File: src/rtl/alu_seq_if.sv
`default_nettype none
// ============================================================================
// alu_seq_if : request/status and accumulator-strobe bundle for alu_seq
// Revision   : 1.0
// ============================================================================
interface alu_seq_if #(
  parameter int WIDTH = 10
);
  logic             start;
  logic [2:0]       op;
  logic [WIDTH-1:0] operand;
  logic [WIDTH-1:0] ac_data;
  logic             ac_re;
  logic             ac_we;
  logic             ac_clear;
  logic [WIDTH-1:0] ac_in;
  logic             busy;
  logic             done;
  logic             zero;
  logic             carry;

  modport master (
    output start, op, operand, ac_data,
    input  ac_re, ac_we, ac_clear, ac_in, busy, done, zero, carry
  );

  modport slave (
    input  start, op, operand, ac_data,
    output ac_re, ac_we, ac_clear, ac_in, busy, done, zero, carry
  );
endinterface
`default_nettype wire

File: src/rtl/alu_seq.sv
`default_nettype none
// ============================================================================
// alu_seq  : multi-cycle ALU sequencer driving the accumulator read/write strobes
// Revision : 1.0
// ============================================================================
module alu_seq #(
  parameter int WIDTH = 10
) (
  input  wire logic  clk,
  input  wire logic  rst,
  alu_seq_if.slave   bus
);

  localparam logic [2:0] OP_ADD = 3'b000;
  localparam logic [2:0] OP_SUB = 3'b001;
  localparam logic [2:0] OP_AND = 3'b010;
  localparam logic [2:0] OP_OR  = 3'b011;
  localparam logic [2:0] OP_XOR = 3'b100;
  localparam logic [2:0] OP_SHL = 3'b101;
  localparam logic [2:0] OP_CLR = 3'b110;
  localparam logic [2:0] OP_MUL = 3'b111;
  localparam logic [WIDTH-1:0] LAST_STEP = WIDTH'(WIDTH - 1);

  typedef enum logic [2:0] {
    S_IDLE, S_READ, S_CAPT, S_EXEC, S_MUL, S_WRITE, S_DONE, S_CLRS
  } state_t;

  state_t             state_q, state_d;
  logic [2:0]         op_q, op_d;
  logic [WIDTH-1:0]   a_q, a_d;
  logic [WIDTH-1:0]   b_q, b_d;
  logic [2*WIDTH-1:0] mcand_q, mcand_d;
  logic [2*WIDTH-1:0] prod_q, prod_d;
  logic [WIDTH-1:0]   cnt_q, cnt_d;
  logic [WIDTH-1:0]   ac_in_q, ac_in_d;
  logic               cpend_q, cpend_d;
  logic               zero_q, zero_d;
  logic               carry_q, carry_d;
  logic               ac_re_q, ac_re_d;
  logic               ac_we_q, ac_we_d;
  logic               ac_clear_q, ac_clear_d;
  logic               busy_q, busy_d;
  logic               done_q, done_d;

  logic [WIDTH:0]     sum;
  logic [WIDTH:0]     diff;
  logic [2*WIDTH-1:0] step;

  always_comb begin
    state_d = state_q;
    op_d    = op_q;
    a_d     = a_q;
    b_d     = b_q;
    mcand_d = mcand_q;
    prod_d  = prod_q;
    cnt_d   = cnt_q;
    ac_in_d = ac_in_q;
    cpend_d = cpend_q;
    zero_d  = zero_q;
    carry_d = carry_q;

    sum  = {1'b0, a_q} + {1'b0, b_q};
    diff = {1'b0, a_q} - {1'b0, b_q};
    step = prod_q + (b_q[0] ? mcand_q : '0);

    case (state_q)
      S_IDLE: begin
        if (bus.start) begin
          op_d    = bus.op;
          b_d     = bus.operand;
          state_d = (bus.op == OP_CLR) ? S_CLRS : S_READ;
        end
      end
      S_READ: state_d = S_CAPT;
      S_CAPT: begin
        a_d = bus.ac_data;
        if (op_q == OP_MUL) begin
          mcand_d = {{WIDTH{1'b0}}, bus.ac_data};
          prod_d  = '0;
          cnt_d   = '0;
          state_d = S_MUL;
        end else begin
          state_d = S_EXEC;
        end
      end
      S_EXEC: begin
        cpend_d = 1'b0;
        case (op_q)
          OP_ADD: begin ac_in_d = sum[WIDTH-1:0];  cpend_d = sum[WIDTH];  end
          OP_SUB: begin ac_in_d = diff[WIDTH-1:0]; cpend_d = diff[WIDTH]; end
          OP_AND: ac_in_d = a_q & b_q;
          OP_OR:  ac_in_d = a_q | b_q;
          OP_XOR: ac_in_d = a_q ^ b_q;
          OP_SHL: begin ac_in_d = {a_q[WIDTH-2:0], 1'b0}; cpend_d = a_q[WIDTH-1]; end
          default: ;
        endcase
        state_d = S_WRITE;
      end
      // One partial product per cycle, multiplier LSB first.
      S_MUL: begin
        prod_d  = step;
        mcand_d = mcand_q << 1;
        b_d     = b_q >> 1;
        cnt_d   = cnt_q + 1'b1;
        if (cnt_q == LAST_STEP) begin
          ac_in_d = step[WIDTH-1:0];
          cpend_d = |step[2*WIDTH-1:WIDTH];
          state_d = S_WRITE;
        end
      end
      S_WRITE: begin
        zero_d  = (ac_in_q == '0);
        carry_d = cpend_q;
        state_d = S_DONE;
      end
      S_DONE: state_d = S_IDLE;
      S_CLRS: begin
        zero_d  = 1'b1;
        carry_d = 1'b0;
        state_d = S_DONE;
      end
      default: state_d = S_IDLE;
    endcase

    ac_re_d    = (state_d == S_READ);
    ac_we_d    = (state_d == S_WRITE);
    ac_clear_d = (state_d == S_CLRS);
    done_d     = (state_d == S_DONE);
    busy_d     = (state_d != S_IDLE);
  end

  always_ff @(posedge clk or posedge rst) begin
    if (rst) begin
      state_q    <= S_IDLE;
      op_q       <= '0;
      a_q        <= '0;
      b_q        <= '0;
      mcand_q    <= '0;
      prod_q     <= '0;
      cnt_q      <= '0;
      ac_in_q    <= '0;
      cpend_q    <= 1'b0;
      zero_q     <= 1'b0;
      carry_q    <= 1'b0;
      ac_re_q    <= 1'b0;
      ac_we_q    <= 1'b0;
      ac_clear_q <= 1'b0;
      busy_q     <= 1'b0;
      done_q     <= 1'b0;
    end else begin
      state_q    <= state_d;
      op_q       <= op_d;
      a_q        <= a_d;
      b_q        <= b_d;
      mcand_q    <= mcand_d;
      prod_q     <= prod_d;
      cnt_q      <= cnt_d;
      ac_in_q    <= ac_in_d;
      cpend_q    <= cpend_d;
      zero_q     <= zero_d;
      carry_q    <= carry_d;
      ac_re_q    <= ac_re_d;
      ac_we_q    <= ac_we_d;
      ac_clear_q <= ac_clear_d;
      busy_q     <= busy_d;
      done_q     <= done_d;
    end
  end

  assign bus.ac_re    = ac_re_q;
  assign bus.ac_we    = ac_we_q;
  assign bus.ac_clear = ac_clear_q;
  assign bus.ac_in    = ac_in_q;
  assign bus.busy     = busy_q;
  assign bus.done     = done_q;
  assign bus.zero     = zero_q;
  assign bus.carry    = carry_q;

endmodule
`default_nettype wire
File: src/flat_wrapper.sv
// flat-port wrapper written by rule: the top's interface ports become plain ports
module alu_seq_flat 
#(
  parameter int WIDTH = 10
)
  (clk, rst, bus_start, bus_op, bus_operand, bus_ac_data, bus_ac_re, bus_ac_we, bus_ac_clear, bus_ac_in, bus_busy, bus_done, bus_zero, bus_carry);
  alu_seq_if #(.WIDTH(WIDTH)) bus_i ();
  input  wire logic clk;
  input  wire logic rst;
  input wire logic [$bits(bus_i.start)-1:0] bus_start;
  input wire logic [$bits(bus_i.op)-1:0] bus_op;
  input wire logic [$bits(bus_i.operand)-1:0] bus_operand;
  input wire logic [$bits(bus_i.ac_data)-1:0] bus_ac_data;
  output wire logic [$bits(bus_i.ac_re)-1:0] bus_ac_re;
  output wire logic [$bits(bus_i.ac_we)-1:0] bus_ac_we;
  output wire logic [$bits(bus_i.ac_clear)-1:0] bus_ac_clear;
  output wire logic [$bits(bus_i.ac_in)-1:0] bus_ac_in;
  output wire logic [$bits(bus_i.busy)-1:0] bus_busy;
  output wire logic [$bits(bus_i.done)-1:0] bus_done;
  output wire logic [$bits(bus_i.zero)-1:0] bus_zero;
  output wire logic [$bits(bus_i.carry)-1:0] bus_carry;
  assign bus_i.start = bus_start;
  assign bus_i.op = bus_op;
  assign bus_i.operand = bus_operand;
  assign bus_i.ac_data = bus_ac_data;
  assign bus_ac_re = bus_i.ac_re;
  assign bus_ac_we = bus_i.ac_we;
  assign bus_ac_clear = bus_i.ac_clear;
  assign bus_ac_in = bus_i.ac_in;
  assign bus_busy = bus_i.busy;
  assign bus_done = bus_i.done;
  assign bus_zero = bus_i.zero;
  assign bus_carry = bus_i.carry;
  alu_seq #(.WIDTH(WIDTH)) u_core (.clk(clk), .rst(rst), .bus(bus_i));
endmodule
File: config.mk
export PLATFORM = sky130hd
export DESIGN_NAME = alu_seq_flat
export DESIGN_NICKNAME = d
export VERILOG_FILES = /design/src/rtl/alu_seq_if.sv /design/src/rtl/alu_seq.sv /design/src/flat_wrapper.sv
export SDC_FILE = /design/constraint.sdc
export NUM_CORES = 1
export LEC_CHECK = 0
export BUFFER_PORTS_ARGS = -buffer_cell sky130_fd_sc_hd__buf_2
export CAP_MARGIN = 20
export CORE_MARGIN = 10
export CORE_UTILIZATION = 65
export CTS_BUF_LIST = sky130_fd_sc_hd__clkbuf_2
export DETAILED_ROUTE_END_ITERATION = 10
export PLACE_DENSITY = 0.88
export SLEW_MARGIN = 20
export SYNTH_ARGS = -nofsm -noshare
export SYNTH_HDL_FRONTEND = slang
export SYNTH_SLANG_ARGS = --single-unit
File: constraint.sdc
create_clock -name clk -period 6.4 [get_ports clk]
set_clock_uncertainty 0.1 [all_clocks]
set_input_delay 1.28 -clock clk [delete_from_list [all_inputs] [get_ports clk]]
set_output_delay 1.28 -clock clk [all_outputs]
set_load 0.03 [all_outputs]
* Word-level counts from Yosys, hierarchy flattened *
Cells that the tools add are included.
W data, S select, Z words.

storage, ports and cells
  bits in registers = 94
  latch bits = 0
  RAM bits = 0
  ROM bits = 0
  bits of input ports = 26
  memories = 0

operators by class
  add/sub/neg operators = 4
  $mul = 0
  div/mod/pow operators = 0
  magnitude comparators = 0
  equality and inequality tests = 23
  shifts and indexed selects = 0
  mux-type cells = 22
  bitwise operators = 3
  reduce and logical (&&, ||, !) cells = 15

operators with widths
  cell                     number
  $pmux W20 S2             2
  $mux W20                 3
  $pmux W10 S2             3
  $pmux W10 S6             1
  $eq A3 B3 Y1 const B     11
  $mux W10                 3
  $pmux W3 S7              1
  $add A20 B20 Y20         1
  $eq A3 B2 Y1 const B     4
  $mux W3                  4
  $add A10 B10 Y11         1
  $sub A10 B10 Y11         1
  $add A10 B1 Y10 const B  1
  $and A10 B10 Y10         1
  $eq A10 B4 Y1 const B    1
  $logic_not A10 Y1        1
  $or A10 B10 Y10          1
  $reduce_or A10 Y1        1
  $xor A10 B10 Y10         1
  $eq A3 B1 Y1 const B     3
  $reduce_and A2 Y1        4
  $reduce_bool A2 Y1       4
  $ne A7 B4 Y1 const B     1
  $logic_not A3 Y1         2
  other kinds (8)          11

* Logic depth before layout (Yosys ltp) *
Gate-level depths: netlist of run 1.

  word-level depth = 5
  gate-level depth with buffers = 15

* Worst setup path after synthesis of run 1 *
No wires, ideal clock.

  path type = register -> register
  start point = reg u_core.b_q[0]
  end point = reg u_core.cpend_q
  data arrival time = 2840 ps
  required time = 6169 ps
  path slack = 3329 ps
  stages on the path, launching flop included = 16
  period minus slack after synthesis = 3071 ps
  cells stage by stage = dfrtp_1 -> clkbuf_1 -> clkbuf_1 -> and2_1 -> ha_1 -> inv_1 -> fa_1 -> nor2b_1 -> o31a_2 -> o211ai_2 -> a21oi_2 -> a31oi_1 -> o31ai_2 -> xnor2_1 -> and4_1 -> a31oi_1

on the way
  longest elaborated chain between the ends = 5
  elaborated cells between the ends (all ways) = 8
  those cells by class = 3 x add/sub; 4 x mux; 1 x reduce/logical

RTL lines
  element                 RTL line        RTL
  start, declared         alu_seq.sv:31   logic [WIDTH-1:0] b_q, b_d;
  start signal, assigned  alu_seq.sv:137  b_q <= '0;
  start signal, assigned  alu_seq.sv:154  b_q <= b_d;
  $mux W20                alu_seq.sv:64   step = prod_q + (b_q[0] ? mcand_q : '0);
  $add A20 B20 Y20        alu_seq.sv:64
  $reduce_or A10 Y1       alu_seq.sv:107  cpend_d = |step[2*WIDTH-1:WIDTH];
  $mux W1                 alu_seq.sv:105  if (cnt_q == LAST_STEP) begin
  $pmux W1 S2 *           alu_seq.sv:66   case (state_q)
  end signal, assigned    alu_seq.sv:159  cpend_q <= cpend_d;
  end, declared           alu_seq.sv:36   logic cpend_q, cpend_d;

Every way passes the cells marked *; elsewhere a longest branch is shown, timed or not. The select of a mux whose other input is x is not followed.
A chain may end at the register's enable or synchronous reset.

* Worst setup path in the final report of run 1 *
Ends and elaborated chain as after synthesis.

==> results of run 1 <==
## per-stage QoR
| step | setup slack, ns | power (W) | util [%] |
|---|---|---|---|
| finish | 3.136 | 0.003650 | 70.67 |
| detailed placement | 3.145 | 0.003291 | 69.44 |
| CTS | 3.098 | 0.003606 | 70.67 |
| global route | 2.830 | 0.003941 | 70.67 |
| global placement | 3.192 | 0.003200 | 69.44 |
| floorplan | 2.571 | 0.002739 | - |
## worst min-delay path by stage
stage / start / endpoint / slack (ns) / depth (start not counted)
6_report: u_core.cnt_q[9] / u_core.cnt_q[9] / 0.42 / 1
5_1_grt: u_core.prod_q[13] / u_core.prod_q[13] / 0.45 / 1
4_1_cts: u_core.prod_q[13] / u_core.prod_q[13] / 0.43 / 1
3_5_place_dp: u_core.prod_q[5] / u_core.prod_q[5] / 0.37 / 2
3_3_place_gp: u_core.cnt_q[9] / u_core.cnt_q[9] / 0.36 / 1
2_1_floorplan: u_core.cnt_q[9] / u_core.cnt_q[9] / 0.35 / 1
## layer usage
metal	share of wire (%)	vias up
met5	0	-
met4	3.3	0
met3	6.6	55
met2	49	265
met1	42	2762
li1	-	2731
## final cells by class
| cell class | instances | area, µm² |
|---|---|---|
| multi-input combinational | 591 | 3766 |
| tap | 133 | 166.4 |
| fill | 782 | 2840 |
| inverter | 45 | 170.2 |
| sequential | 94 | 2352 |
| timing repair buffer | 50 | 270.3 |
| clock buffer | 9 | 45.04 |
| clock inverter | 7 | 73.82 |
## logic make-up (layout without fill, tap and decap cells)
| kind of cell | count (synthesis) | in the layout | share of synthesized area, % |
|---|---|---|---|
| AOI/OAI and AO/OA | 225 | 225 | 22.57 |
| xor gates and xnor gates | 29 | 29 | 3.956 |
| adders and majority gates | 54 | 54 | 10.88 |
| buffers and inverters | 85 | 111 | 5.048 |
| DFF | 94 | 94 | 36.64 |
| muxes | 5 | 5 | 0.7991 |
| and+or+nand+nor | 278 | 278 | 20.11 |
## power by group through the flow
| stage | combinational (W) | sequential (W) | clock, W |
|---|---|---|---|
| 2_1_floorplan | 0.00168 | 0.00105 | 0 |
| 3_3_place_gp | 0.00214 | 0.00106 | 0 |
| 3_5_place_dp | 0.00221 | 0.00108 | 0 |
| 4_1_cts | 0.00223 | 0.00107 | 0.000313 |
| 5_1_grt | 0.00249 | 0.00111 | 0.000344 |
| 6_report | 0.00226 | 0.00107 | 0.000313 |
## flip-flops by register name, summed over array words and instances (netlist names)
name,count
u_core.bus.carry,1
u_core.cnt_q,10
u_core.bus.busy,1
u_core.cpend_q,1
u_core.b_q,10
u_core.a_q,10
u_core.bus.done,1
u_core.op_q,3
u_core.bus.zero,1
u_core.bus.ac_we,1
u_core.bus.ac_clear,1
u_core.prod_q,20
u_core.mcand_q,20
u_core.state_q,3
u_core.bus.ac_re,1
u_core.bus.ac_in,10
## Yosys cell counts, drive strengths merged (10+ instances only)
master / count
nand2: 117
dfrtp: 94
o21ai: 71
nor2: 64
a21oi: 52
ha: 51
inv: 45
clkbuf: 33
nand3: 24
xnor2: 22
and2: 19
a211oi: 13
a31oi: 13
a22oi: 10
==> flow_summary.toml, run 1 <==
[synthesis]
syn-num-nets = 850
synth_warnings = 0
syn_area_um2 = 6420
synth_edf_count = 0
synth_area_leaders = "dfrtp_1 (37%), ha_1 (9.9%), nand2_1 (6.8%)"
synth_area_leader_cell = "dfrtp_1"
syn_area_per_cell_um2 = 8.338
synth_top_area_share_pct = 36.64
synthFlopType = "dfrtp_1"
async_reset_ff_share_pct = 100.0
seq_area_frac_synth_pct = 36.64
synthesis.instances = 770
synth-seq-cells = 94
ys_types = 67

[worst_setup_path]
critPathRequiredTime_ns = 6.82
worst_setup_path_end_kind = "register"
r2r_start = "u_core.b_q[0]"
r2r_end = "u_core.cpend_q"
crit_chain = "and2_1 > ha_1 > inv_1 > fa_1 > nor2b_1 > o31a_2 > o211ai_2 > a21oi_2 > a31oi_1 > o31ai_2 > xnor2_1 > and4_1 > a31oi_1"
crit_buf_inv = 1
worstPathArrival_ns = 3.68
crit_slowest_cell = "dfrtp_1"
crit_cells = 13
critPathKind = "register to register"
cp-startpoint = "u_core.b_q[0]"
crit_path_start_kind = "register"
reg2reg_depth = 13
max_stage_delay_ns = 0.78
r2r_slack_ns = 3.14
crit_path_end = "u_core.cpend_q"
crit_family = "compound AO/OA/AOI/OAI gates"
crit_path_frequent_cell = "a31oi_1"
cp_max_fo = 23

[power_and_ir_drop]
power_frac_seq_pct = 29.4
swShare_pct = 51.11
p_clk_share_pct = 8.6
power.ir.vdd_worst_v = 0.0003449
p_sw_w = 0.001865
power_frac_comb_pct = 62.0
power_density_nw_per_um2 = 533.3
leakagePower_nw = 3.228
internal_power_w = 0.001784

[sta]
hold-worst-slack_ns = 0.4206
final-hold-violation-count = 0
fmax_mhz = 306.4
setup_violations = 0
min_period_ns = 3.264
timing_worst_slew_pin_value_ns = 0.9374
post-route-period-util_pct = 50.99
drv_slew = 0
tns_ns = 0
grt_setup_unrepaired = "no"
relSlewSlack_pct = 37.51

[placed_design]
place.port_buffers = 42
place_congestion = 0.9492
hpwlAfterDp_um = 12110
placed_area_um2 = 6725
dpl.cell_count = 913

[die]
rows = 36
die_w_um = 119.4
core_area_um2 = 9684
fp.dieH_um = 119.4
ios = 43
start_util_pct = 66.29
die_area_um2 = 14250

[drt]
finalWirelength_um = 16820
wl_per_cell_um = 18.10
drt.antenna.violating_nets = 0
firstDrtPassIters = 6
vias_per_cell = 6.257
post-route-drc-count = 0
drt-initial-drc-count = 558
vias = 5813

[finish]
area_growth_pct = 6.607
final_area_um2 = 6844
stdcell_count = 929
drive_gt1_share_pct = 10.80
final_common_cell = "nand2_1"
final_cell_mix = "nand2_1 (117), dfrtp_1 (94), o21ai_0 (70)"
layout.nets = 871
diodes = 0

[status]
status = "complete, no violations"

[clock_tree]
cts_buffers = 9
cts_buffer_depth = 2
cts.htree.levels = 3
hold_buffers = 0
ctsResizeCount = 0
post_cts_buffers = 0
cts_num_sinks = 94
cts_tree = "yes"
clk_pin_slew_ns = 0.27
worstSkewPairLatency_ns = 0.60
root_buffer = "clkbuf_2"

[grt]
grt-ovfl-total = 0
antenna_found_initial = 0
first_global_vias = 5789
use_met1_pct = 29.20
grt_start_max_net_pins = 68
gr-usage-met2_pct = 39.66
grt-busiest-layer = "met2"
grtUsageMet3_pct = 3.968
grt_pass1_wl_um = 27800
grt_usage_pct = 23.61

[worst_hold_path]
hold_class = "register to register"

[job]
max-cap-violations = 0
Note: power is estimated with default switching activity, not from simulation.
==> inputs of run 2 (changes only) <==
Settings changed: CORE_UTILIZATION 65 to 57, PLACE_DENSITY 0.88 to 0.82.
Clock period 6.4 ns to 2.7 ns, I/O delays scaled along.
==> run 2 against run 1 <==
  * The flow now finishes with violations (negative setup slack)
  * Core utilization is 0.17 points higher
  * Flip-flop and latch count stayed put
  * Combinational power grew to 3.0 times the previous value
  * Wire length is 7.3% higher
  * Fmax is 13% higher
  * Global-route usage is 2.5 points lower
  * Cell count is 7.3% higher
  * Critical path type unchanged
  * Largest cell class unchanged
  * Largest power group unchanged
==> flow_summary.toml, run 2 (synthesis gave the netlist of run 1 again) <==
[sta]
fmax_mhz = 345.4
relSlewSlack_pct = 48.07
post-route-period-util_pct = 107.2
fin_ws_ns = -0.1953
min_period_ns = 2.895
setup_violations = 5
drv_slew = 0
grt_setup_unrepaired = "yes"
hold-worst-slack_ns = 0.03382
final-hold-violation-count = 0
timing_worst_slew_pin_value_ns = 0.7734

[grt]
grt_start_max_net_pins = 43
antenna_found_initial = 0
grt_usage_pct = 21.14
grt_pass1_wl_um = 28420
grt-ovfl-total = 0
first_global_vias = 5949

[worst_setup_path]
worstPathArrival_ns = 3.32
crit_path_start_kind = "register"
worst_setup_path_end_kind = "register"
crit_chain = "and2_1 > ha_1 > nor2b_2 > o31a_2 > o211ai_4 > nand2b_1 > a21oi_2 > xnor2_2 > nor4b_2 > and4_1 > a31oi_1"
max_stage_delay_ns = 0.50
critPathRequiredTime_ns = 3.12
crit_buf_inv = 0
r2r_slack_ns = -0.20
cp_max_fo = 5
crit_slowest_cell = "dfrtp_2"
critPathKind = "register to register"
crit_family = "simple AND/OR/NAND/NOR gates"

[die]
core_area_um2 = 10940
die_w_um = 126.1
fp.dieH_um = 126.1
rows = 38
ios = 43
die_area_um2 = 15910
start_util_pct = 58.71

[clock_tree]
clk_pin_slew_ns = 0.25
cts_tree = "yes"
cts_num_sinks = 94
root_buffer = "clkbuf_2"
worstSkewPairLatency_ns = 0.62
cts_buffers = 9
cts_buffer_depth = 2
cts.htree.levels = 3

[finish]
reg_top3 = "u_core.mcand_q: 20 flops, u_core.prod_q: 20 flops"
stdcell_count = 997
fin_util_pct = 70.85
final_cell_mix = "nand2_1 (116), dfrtp_1 (93), o21ai_0 (61)"
drive_gt1_share_pct = 23.34
final_area_um2 = 7747
multi_input_area_um2 = 4155
seq_area_um2 = 2354
final_common_cell = "nand2_1"
layout.nets = 932
diodes = 0
fillers = 823
area_growth_pct = 20.68

[worst_hold_path]
hold_class = "input pin to register"

[drt]
wl_met2_um = 8621
finalWirelength_um = 18040
wl_met1_um = 7254
vias = 6179
drt.antenna.violating_nets = 0
wl_per_cell_um = 18.09
vias_per_cell = 6.198
post-route-drc-count = 0
dr.max_layer_used = "met4"
drt-initial-drc-count = 523
firstDrtPassIters = 5
route.met3.wl_um = 1133

[power_and_ir_drop]
power_density_nw_per_um2 = 1290
power.ir.vdd_worst_v = 0.0009635
leakagePower_nw = 3.588

[placed_design]
dpl.cell_count = 967
placed_area_um2 = 7137
place_congestion = 0.9751
hpwlAfterDp_um = 12780
place.port_buffers = 42

[job]
max-cap-violations = 0

[status]
violations = "negative setup slack"
status = "finished with violations"
==> run 2: layout make-up <==
cell class	count	share of cell area [%]
clock buffers	9	0.5814
clock inverters	7	0.8236
inverters	45	2.277
multi-input cells	591	53.63
flip-flops and latches	94	30.38
well taps	140	2.261
repair buffers	111	10.05
==> run 2: where the power goes <==
group	total [W]	switching [W]	internal (W)
combinational	0.00680	0.00389	0.00291
clock	0.000714	0.000506	0.000208
sequential	0.00248	0.000531	0.00195
==> run 2: final timing paths <==
| check | cells past startpoint | from | endpoint |
|---|---|---|---|
| max reg2reg | 11 | u_core.b_q[0] | u_core.cpend_q |
| max | 11 | u_core.b_q[0] | u_core.cpend_q |
| max in group asynchronous | 4 | rst | u_core.prod_q[5] |
| min reg2reg | 1 | u_core.cnt_q[9] | u_core.cnt_q[9] |
| min | 3 | bus_ac_data[0] | u_core.a_q[0] |
| min in group asynchronous | 3 | rst | u_core.state_q[2] |
==> run 2: routing by layer <==
metal / vias up / track usage, %
li1: 2849 / -
met1: 2957 / 25.65
met2: 285 / 34.93
met3: 88 / 3.314
met4: 0 / 12.12
met5: - / 0
==> run 2: through the flow <==
step | total power (W) | TNS [ns] | setup slack [ns]
2_1_floorplan | 0.006534 | -0.2665 | -0.1659
6_report | 0.009997 | -0.5526 | -0.1953
3_5_place_dp | 0.008226 | -0.3701 | -0.2300
4_1_cts | 0.009086 | -0.4121 | -0.2117
3_3_place_gp | 0.008012 | -0.07718 | -0.07718
5_1_grt | 0.01073 | -1.517 | -0.3065
==> run 2: tightest hold or removal path: cells and delay by family <==
family | cells | cell delay (ns)
buffers and inverters | 1 | 0.09
AOI/OAI and AO/OA | 1 | 0.06
and+or+nand+nor | 1 | 0.04
==> run 2: what timing repair did <==
item | 4_1_cts | 5_1_grt
hold buffers | 1 | 0
buffers inserted | 4 | 11
hold endpoints to repair | 25 | 0
pin swaps | 14 | 47
endpoints found under the setup margin | 8 | 14
gates resized for setup | 10 | 72
